[src/rtl/load_store_unit.sv]
// Load/store unit: byte-addressed CPU requests to a word-addressed data memory.
// Optional LSU_RANGE_CHECK_EN additionally rejects addresses outside BASE_WORD..TOP_WORD.
module load_store_unit #(
  parameter int          ADDR_W    = 11,
  parameter int unsigned BASE_WORD = 32'd1024,
  parameter int unsigned TOP_WORD  = 32'd2047
) (
  input  logic              clk,
  input  logic              rst,
  input  logic              req,
  input  logic              op_write,
  input  logic [1:0]        op_size,
  input  logic              op_signed,
  input  logic [31:0]       vaddr,
  input  logic [31:0]       wdata,
  output logic              busy,
  output logic              done,
  output logic [31:0]       rdata,
  output logic              addr_err,
  output logic [ADDR_W-1:0] mem_addr,
  output logic [31:0]       mem_wdata,
  output logic              mem_read,
  output logic              mem_write,
  input  logic [31:0]       mem_rdata
);

  typedef enum logic [2:0] {
    S_IDLE   = 3'd0,
    S_LOAD   = 3'd1,
    S_RMW_RD = 3'd2,
    S_WRITE  = 3'd3,
    S_RESP   = 3'd4
  } state_e;

  state_e              state_q, state_d;
  logic [1:0]          op_size_q;
  logic                op_signed_q;
  logic [1:0]          lane_q;
  logic [15:0]         wdata_q;
  logic                err_q;
  logic [ADDR_W-1:0]   mem_addr_q;
  logic [31:0]         mem_wdata_q;
  logic [31:0]         rdata_q;

  logic [31:0]         word_full_s;
  logic                range_err_s;
  logic                req_err_s;

  function automatic logic lsu_misaligned(input logic [1:0] size, input logic [1:0] lane);
    logic r;
    case (size)
      2'b00:   r = 1'b0;
      2'b01:   r = lane[0];
      2'b10:   r = (lane != 2'b00);
      default: r = 1'b1;
    endcase
    return r;
  endfunction

  function automatic logic [31:0] lsu_extract(input logic [31:0] w, input logic [1:0] size,
                                              input logic [1:0] lane, input logic sgn);
    logic [7:0]  b;
    logic [15:0] h;
    logic [31:0] r;
    case (lane)
      2'd0:    b = w[7:0];
      2'd1:    b = w[15:8];
      2'd2:    b = w[23:16];
      default: b = w[31:24];
    endcase
    h = lane[1] ? w[31:16] : w[15:0];
    case (size)
      2'b00:   r = sgn ? {{24{b[7]}}, b} : {24'h000000, b};
      2'b01:   r = sgn ? {{16{h[15]}}, h} : {16'h0000, h};
      default: r = w;
    endcase
    return r;
  endfunction

  function automatic logic [31:0] lsu_merge(input logic [31:0] w, input logic [15:0] wd,
                                            input logic [1:0] size, input logic [1:0] lane);
    logic [31:0] r;
    r = w;
    case (size)
      2'b00: begin
        case (lane)
          2'd0:    r[7:0]   = wd[7:0];
          2'd1:    r[15:8]  = wd[7:0];
          2'd2:    r[23:16] = wd[7:0];
          default: r[31:24] = wd[7:0];
        endcase
      end
      2'b01: begin
        if (lane[1]) r[31:16] = wd;
        else         r[15:0]  = wd;
      end
      default: r = w;
    endcase
    return r;
  endfunction

  // Request validity: alignment always, address range only when the check is built in.
  always_comb begin
    word_full_s = {2'b00, vaddr[31:2]};
    range_err_s = (vaddr[31:ADDR_W+2] != '0) || (word_full_s < BASE_WORD) || (word_full_s > TOP_WORD);
`ifdef LSU_RANGE_CHECK_EN
    req_err_s = lsu_misaligned(op_size, vaddr[1:0]) || range_err_s;
`else
    req_err_s = lsu_misaligned(op_size, vaddr[1:0]);
`endif
  end

`ifndef LSU_RANGE_CHECK_EN
  logic unused_range_s;
  assign unused_range_s = range_err_s;
`endif

  // State register.
  always_ff @(posedge clk) begin
    if (rst) state_q <= S_IDLE;
    else     state_q <= state_d;
  end

  // Next-state logic; IDLE and RESP both accept a new request.
  always_comb begin
    state_d = state_q;
    case (state_q)
      S_IDLE, S_RESP: begin
        if (req) begin
          if (req_err_s)              state_d = S_RESP;
          else if (!op_write)         state_d = S_LOAD;
          else if (op_size == 2'b10)  state_d = S_WRITE;
          else                        state_d = S_RMW_RD;
        end else begin
          state_d = S_IDLE;
        end
      end
      S_LOAD:   state_d = S_RESP;
      S_RMW_RD: state_d = S_WRITE;
      S_WRITE:  state_d = S_RESP;
      default:  state_d = S_IDLE;
    endcase
  end

  // Operation fields, load result and store word.
  always_ff @(posedge clk) begin
    if (rst) begin
      op_size_q   <= 2'b00;
      op_signed_q <= 1'b0;
      lane_q      <= 2'b00;
      wdata_q     <= 16'h0000;
      err_q       <= 1'b0;
      mem_addr_q  <= '0;
      mem_wdata_q <= 32'h00000000;
      rdata_q     <= 32'h00000000;
    end else begin
      case (state_q)
        S_IDLE, S_RESP: begin
          if (req) begin
            op_size_q   <= op_size;
            op_signed_q <= op_signed;
            lane_q      <= vaddr[1:0];
            wdata_q     <= wdata[15:0];
            err_q       <= req_err_s;
            mem_addr_q  <= vaddr[ADDR_W+1:2];
            if (op_write && (op_size == 2'b10) && !req_err_s) mem_wdata_q <= wdata;
          end
        end
        S_LOAD:   rdata_q     <= lsu_extract(mem_rdata, op_size_q, lane_q, op_signed_q);
        S_RMW_RD: mem_wdata_q <= lsu_merge(mem_rdata, wdata_q, op_size_q, lane_q);
        default: ;
      endcase
    end
  end

  // Outputs decoded from the state register; a reset in WRITE kills the write strobe.
  always_comb begin
    busy      = (state_q == S_LOAD) || (state_q == S_RMW_RD) || (state_q == S_WRITE);
    done      = (state_q == S_RESP);
    addr_err  = (state_q == S_RESP) && err_q;
    mem_read  = (state_q == S_LOAD) || (state_q == S_RMW_RD);
    mem_write = (state_q == S_WRITE) && !rst;
  end

  assign rdata     = rdata_q;
  assign mem_addr  = mem_addr_q;
  assign mem_wdata = mem_wdata_q;

endmodule

[config.mk]
export PLATFORM = sky130hd
export DESIGN_NAME = load_store_unit
export DESIGN_NICKNAME = d
export VERILOG_FILES = /design/src/rtl/load_store_unit.sv
export SDC_FILE = /design/constraint.sdc
export NUM_CORES = 1
export LEC_CHECK = 0
export BUFFER_PORTS_ARGS = -buffer_cell sky130_fd_sc_hd__buf_2
export CORE_MARGIN = 1.5
export CORE_UTILIZATION = 40
export DETAILED_ROUTE_END_ITERATION = 10
export GPL_ROUTABILITY_DRIVEN = 0
export MAX_ROUTING_LAYER = met4
export PLACE_DENSITY_LB_ADDON = 0.05
export SLEW_MARGIN = 20
export SYNTH_ARGS = -nofsm -noshare
export SYNTH_HDL_FRONTEND = slang
export SYNTH_SLANG_ARGS = --single-unit
export TNS_END_PERCENT = 20
[constraint.sdc]
create_clock -name clk -period 2.4 [get_ports clk]
set_clock_uncertainty 0.15 [all_clocks]
set_input_delay 0 -clock clk [delete_from_list [all_inputs] [get_ports clk]]
set_output_delay 0 -clock clk [all_outputs]
set_load 0.01 [all_outputs]
# [Word level (Yosys, flattened, before mapping)]
# Index checks and enable logic that the tools add are counted.
[word_totals] out_inout_bits=80 elab_cells=60 register_bits=100
[op_classes] eq_ne=11 mux=21 n_reduce_logical=19
[ops] operator="32-bit one-hot mux with 2 select lines" n=3
[ops] operator="32-bit two-way mux" n=4
[ops] operator="16-bit two-way mux" n=3
[ops] operator="8-bit two-way mux" n=4
[ops] operator="8-bit one-hot mux with 3 select lines" n=1
[ops] operator="3-bit one-hot mux with 3 select lines" n=1
[ops] operator="2-bit by 1-bit == test with 1-bit output, second input constant" n=3
[ops] operator="3-bit by 2-bit == test with 1-bit output, second input constant" n=2
[ops] operator="2-bit logical NOT" n=3
[ops] operator="3-bit two-way mux" n=2
[ops] operator="2-bit == test, second input constant" n=2
[ops] operator="1-bit logical AND" n=4
[ops] operator="2-bit != test, second input constant" n=2
[ops] operator="2-bit nonzero test" n=2
[ops] operator="2-bit OR reduction" n=2
[ops] operator="3-bit by 1-bit == test with 1-bit output, second input constant" n=1
[ops] operator="3-bit == test, second input constant" n=1
[ops] operator="3-bit logical NOT" n=1
[ops] operator="1-bit one-hot mux with 3 select lines" n=1
[ops] operator="3-bit AND reduction" n=1
[ops] operator="3-bit OR reduction" n=1
[ops] operator="1-bit logical NOT" n=2
[ops] operator="1-bit logical OR" n=2
[ops] operator="2-bit two-way mux" n=1
[ops] operator="2 further kinds" n=2

# [Depth between registers and ports, before layout]
[depth] depth_word=7 ltp_mapped=7

# [Least setup slack after synthesis]
# Ideal clock, no wire load.
[synth_timing] path_kind="register to register" start="reg state_q[0]" end="reg mem_wdata_q[0], in the netlist mem_wdata[0]" stages_incl_launch_ff=8 slack_ns=0.619 arrival_ns=1.493 period_less_slack_ns=1.781 setup_ns=0.138 path_cell_list="dfxtp_1 buf_2 or3b_4 o21a_1 buf_2 clkbuf_2 o21ai_1 o41ai_2"
[synth_between] elab_chain_cells=4 elab_cells_between_ends=9 cone_classes="eq/ne (4); mux (1); reduce/logical (4)"
[synth_lines] element="start: declaration" line="35" source="state_e state_q, state_d;"
[synth_lines] element="start signal: assignment" line="121" source="else state_q <= state_d;"
[synth_lines] element="3-bit == test or 3-bit logical NOT (tied branches)" line="157" source="case (state_q)"
[synth_lines] element="2-bit OR reduction" line="157"
[synth_lines] element="2-bit != test (no source line) or 2-bit nonzero test (tied branches)"
[synth_lines] element="3-bit AND reduction (no source line)"
[synth_lines] element="end signal: assignment" line="166" source="if (op_write && (op_size == 2'b10) && !req_err_s) mem_wdata_q <= wdata;"
[synth_lines] element="end signal: assignment" line="170" source="S_RMW_RD: mem_wdata_q <= lsu_merge(mem_rdata, wdata_q, op_size_q, lane_q);"
[synth_lines] element="end: declaration" line="42" source="logic [31:0] mem_wdata_q;"
# Several ways; a longest one is shown, not always the timed one.
# A chain may end at the register's enable or synchronous reset.

# [Final worst setup path]
[layout_timing] start="reg state_q[0]" end="reg mem_wdata_q[8], in the netlist mem_wdata[8]"
# The elaborated chain is that of the path after synthesis.

==> results_dict.tcl <==
set metrics [dict create \
    required_ns 2.51 \
    worst_hold_path_type "in -> reg" \
    ctsHtreeMaxLevel 3 \
    reg2reg_slack_ns 0.25 \
    grt_pass1_vias 5298 \
    ios 183 \
    start_kind "flip-flop" \
    totalWireLength_mm 17.8 \
    min_period_ns 2.15 \
    drc 0 \
    first_iter_violations 542 \
    min_path_cells 3 \
    synth_edf_count 0 \
    post_cts_resized 0 \
    p_leak_nw 3.17 \
    syn_avg_cell_area_um2 8.02 \
    postCtsSetupBuffers 0 \
    crit_type "reg -> reg" \
    grt_use_total_pct 25.9 \
    path_depth 5 \
    clk_path_buf_depth 2 \
    detail-route-antenna-nets 0 \
    num_rows 41 \
    crit_chain "nand4bb_1 -> o21a_1 -> nor2_1 -> buf_4 -> a311oi_1" \
    start_util_pct 41.3 \
    finalMaxSlewViolations 0 \
    end_kind "flip-flop" \
    io_buffers 163 \
    finalHoldViolations 0 \
    fin_crit_sh_pct 89.5 \
    crit_fanout 20 \
    critPathLaunch "state_q[0]$_SDFF_PP0_" \
    cp_num_buf_inv 1 \
    grt_max_degree 57 \
    dr_total_vias 5714 \
    cts_tree "done" \
    core_area_um2 12700 \
    cts_inserted_buffers 9 \
    root_buffer "clkbuf_16" \
    r2r_cells 5 \
    crit_family "compound AO/OA/AOI/OAI gates" \
    die_area_um2 13800 \
    via_per_inst 5.46 \
    overflow 0 \
    worstSetupEndpoint "mem_wdata[8]$_SDFFE_PP0P_" \
    path_clk_slew_ns 0.07 \
    slowest_delay_ns 0.63 \
    critPathSlowestCell "o21a_1" \
    hold_buffers 80 \
    fmax_mhz 465 \
    die_w_um 118 \
    dieHeight_um 118 \
    r2r-end "mem_wdata[8]$_SDFFE_PP0P_" \
    final_util_pct 57.3 \
    drive_above_1_share_pct 25.8 \
    reg2reg_from "state_q[0]$_SDFF_PP0_" \
    worstMarginPinSlew_ns 0.736 \
    layout_commonest_cell "buf_2" \
    ys_types 58 \
    cts_sinks 100 \
    dr.pass1.iters 5 \
    holdWs_ns 0.00272 \
    wl_per_cell_um 17.0 \
    fillers 1256 \
    max_cap_violations 0 \
    setup_violations 0 \
    mostFrequentLayoutCells "162 x buf_2, 104 x nand2_1, 100 x dfxtp_1, 80 x dlygate4sd3_1, 64 x a21oi_1" \
    clkLatencyLatePin_ns 0.35 \
    area_growth_pct 38.9 \
    outcome "finished clean" \
    mappedNetlistNets 758 \
    antenna_found_initial 0 \
    critical_path_arrival_ns 2.26 \
    ys_ff_latch 100 \
    setup_tns_ns 0 \
    antenna_cells 0 \
    rsz0062_at_grt "false" \
    yosys_warnings 0 \
    final_nets 973 \
    async_reset_ff_share_pct 0 \
    grt_pass1_wl_mm 28.3 \
    netlist_area_um2 5250 \
    slew-limit-headroom_pct 50.9 \
    netlist_instances 655 \
    power_density_nw_per_um2 580 \
    dp_hpwl_mm 12.6 \
    vdd_drop_max_mv 0.418 \
    ys.flop_type "dfxtp_1" \
    ys_seq_area_share_pct 38.1 \
]
## tightest hold or removal path: cells and delay by family
family	cells	cell delay [ns]
AOI/OAI and AO/OA	2	0.33
buffers and inverters	1	0.12
## routing by layer
metal,vias up,part of all wire (%),global-route usage (%)
met4,0,1.7,7.77
met3,30,5.8,4.41
li1,2794,-,-
met2,218,46,40.6
met5,-,0,-
met1,2672,46,34.5
## logic make-up after synthesis
logic type             after synthesis  share of synthesized area, %
and+or+nand+nor                    252                          22.7
muxes                                9                          1.98
AOI/OAI and AO/OA                  219                          30.7
buffers and inverters               75                          6.43
DFF                                100                          38.1
## state kept, by name, summed over array words and instances (netlist names)
name	count
op_size_q	2
wdata_q	16
mem_wdata	32
mem_addr	11
state_q	3
err_q	1
op_signed_q	1
rdata	32
lane_q	2
## power by group
| group | switching [mW] | total, mW | leakage [nW] | internal [mW] |
|---|---|---|---|---|
| Combinational | 0.524 | 0.929 | 2.22 | 0.405 |
| Sequential | 0.0716 | 1.83 | 0.815 | 1.76 |
| Clock | 0.657 | 1.47 | 0.132 | 0.813 |
## how the worst min path moves through the flow
stage	startpoint	end	slack (ns)
finish	mem_rdata[0]	rdata[0]$_SDFFE_PP0N_	0.003
global route	mem_rdata[0]	rdata[0]$_SDFFE_PP0N_	0.02
CTS	mem_rdata[0]	rdata[0]$_SDFFE_PP0N_	0.002
detailed placement	vaddr[7]	mem_addr[5]$_SDFFE_PP0P_	0.1
global placement	vaddr[12]	mem_addr[10]$_SDFFE_PP0P_	0.09
floorplan	wdata[11]	wdata_q[11]$_SDFFE_PP0P_	-0.01
## metrics by stage
stage	power, mW	area (um2)	std cells	worst slack [ns]
6_report	4.23	7290	1047	0.252
5_1_grt	4.41	7290	1047	0.0788
4_1_cts	4.24	7290	1047	0.254
3_5_place_dp	2.68	6200	951	0.267
3_3_place_gp	2.67	6200	951	0.307
2_1_floorplan	2.37	5250	655	0.619
## synthesized netlist by cell type, types with 6 or more instances
cell / number / area (um2)
buf_4: 6 / 45.0
a222oi_1: 6 / 60.1
and3_1: 18 / 113
o41ai_1: 7 / 61.3
a21o_1: 9 / 67.6
buf_2: 19 / 95.1
a21oi_1: 64 / 320
nor3_1: 6 / 30.0
inv_1: 11 / 41.3
clkbuf_1: 34 / 128
o41ai_2: 9 / 146
nand2_1: 104 / 390
nor3b_1: 8 / 60.1
mux2i_1: 7 / 70.1
o221ai_1: 11 / 96.3
o21ai_0: 15 / 75.1
dfxtp_1: 100 / 2000
a211oi_1: 46 / 345
o21ai_1: 10 / 50.1
nor2_1: 60 / 225
nor2b_1: 31 / 194
a311oi_1: 12 / 105
## area by class of cell
type	count	area (um2)	area share, %
Clock buffer	11	233	3.19
Clock inverter	5	61.3	0.841
Inverter	11	41.3	0.566
Multi-Input combinational cell	480	2920	40.1
Sequential cell	100	2000	27.4
Tap cell	172	215	2.95
Timing Repair Buffer	268	1820	24.9
Note: power is estimated with default switching activity, not from simulation.
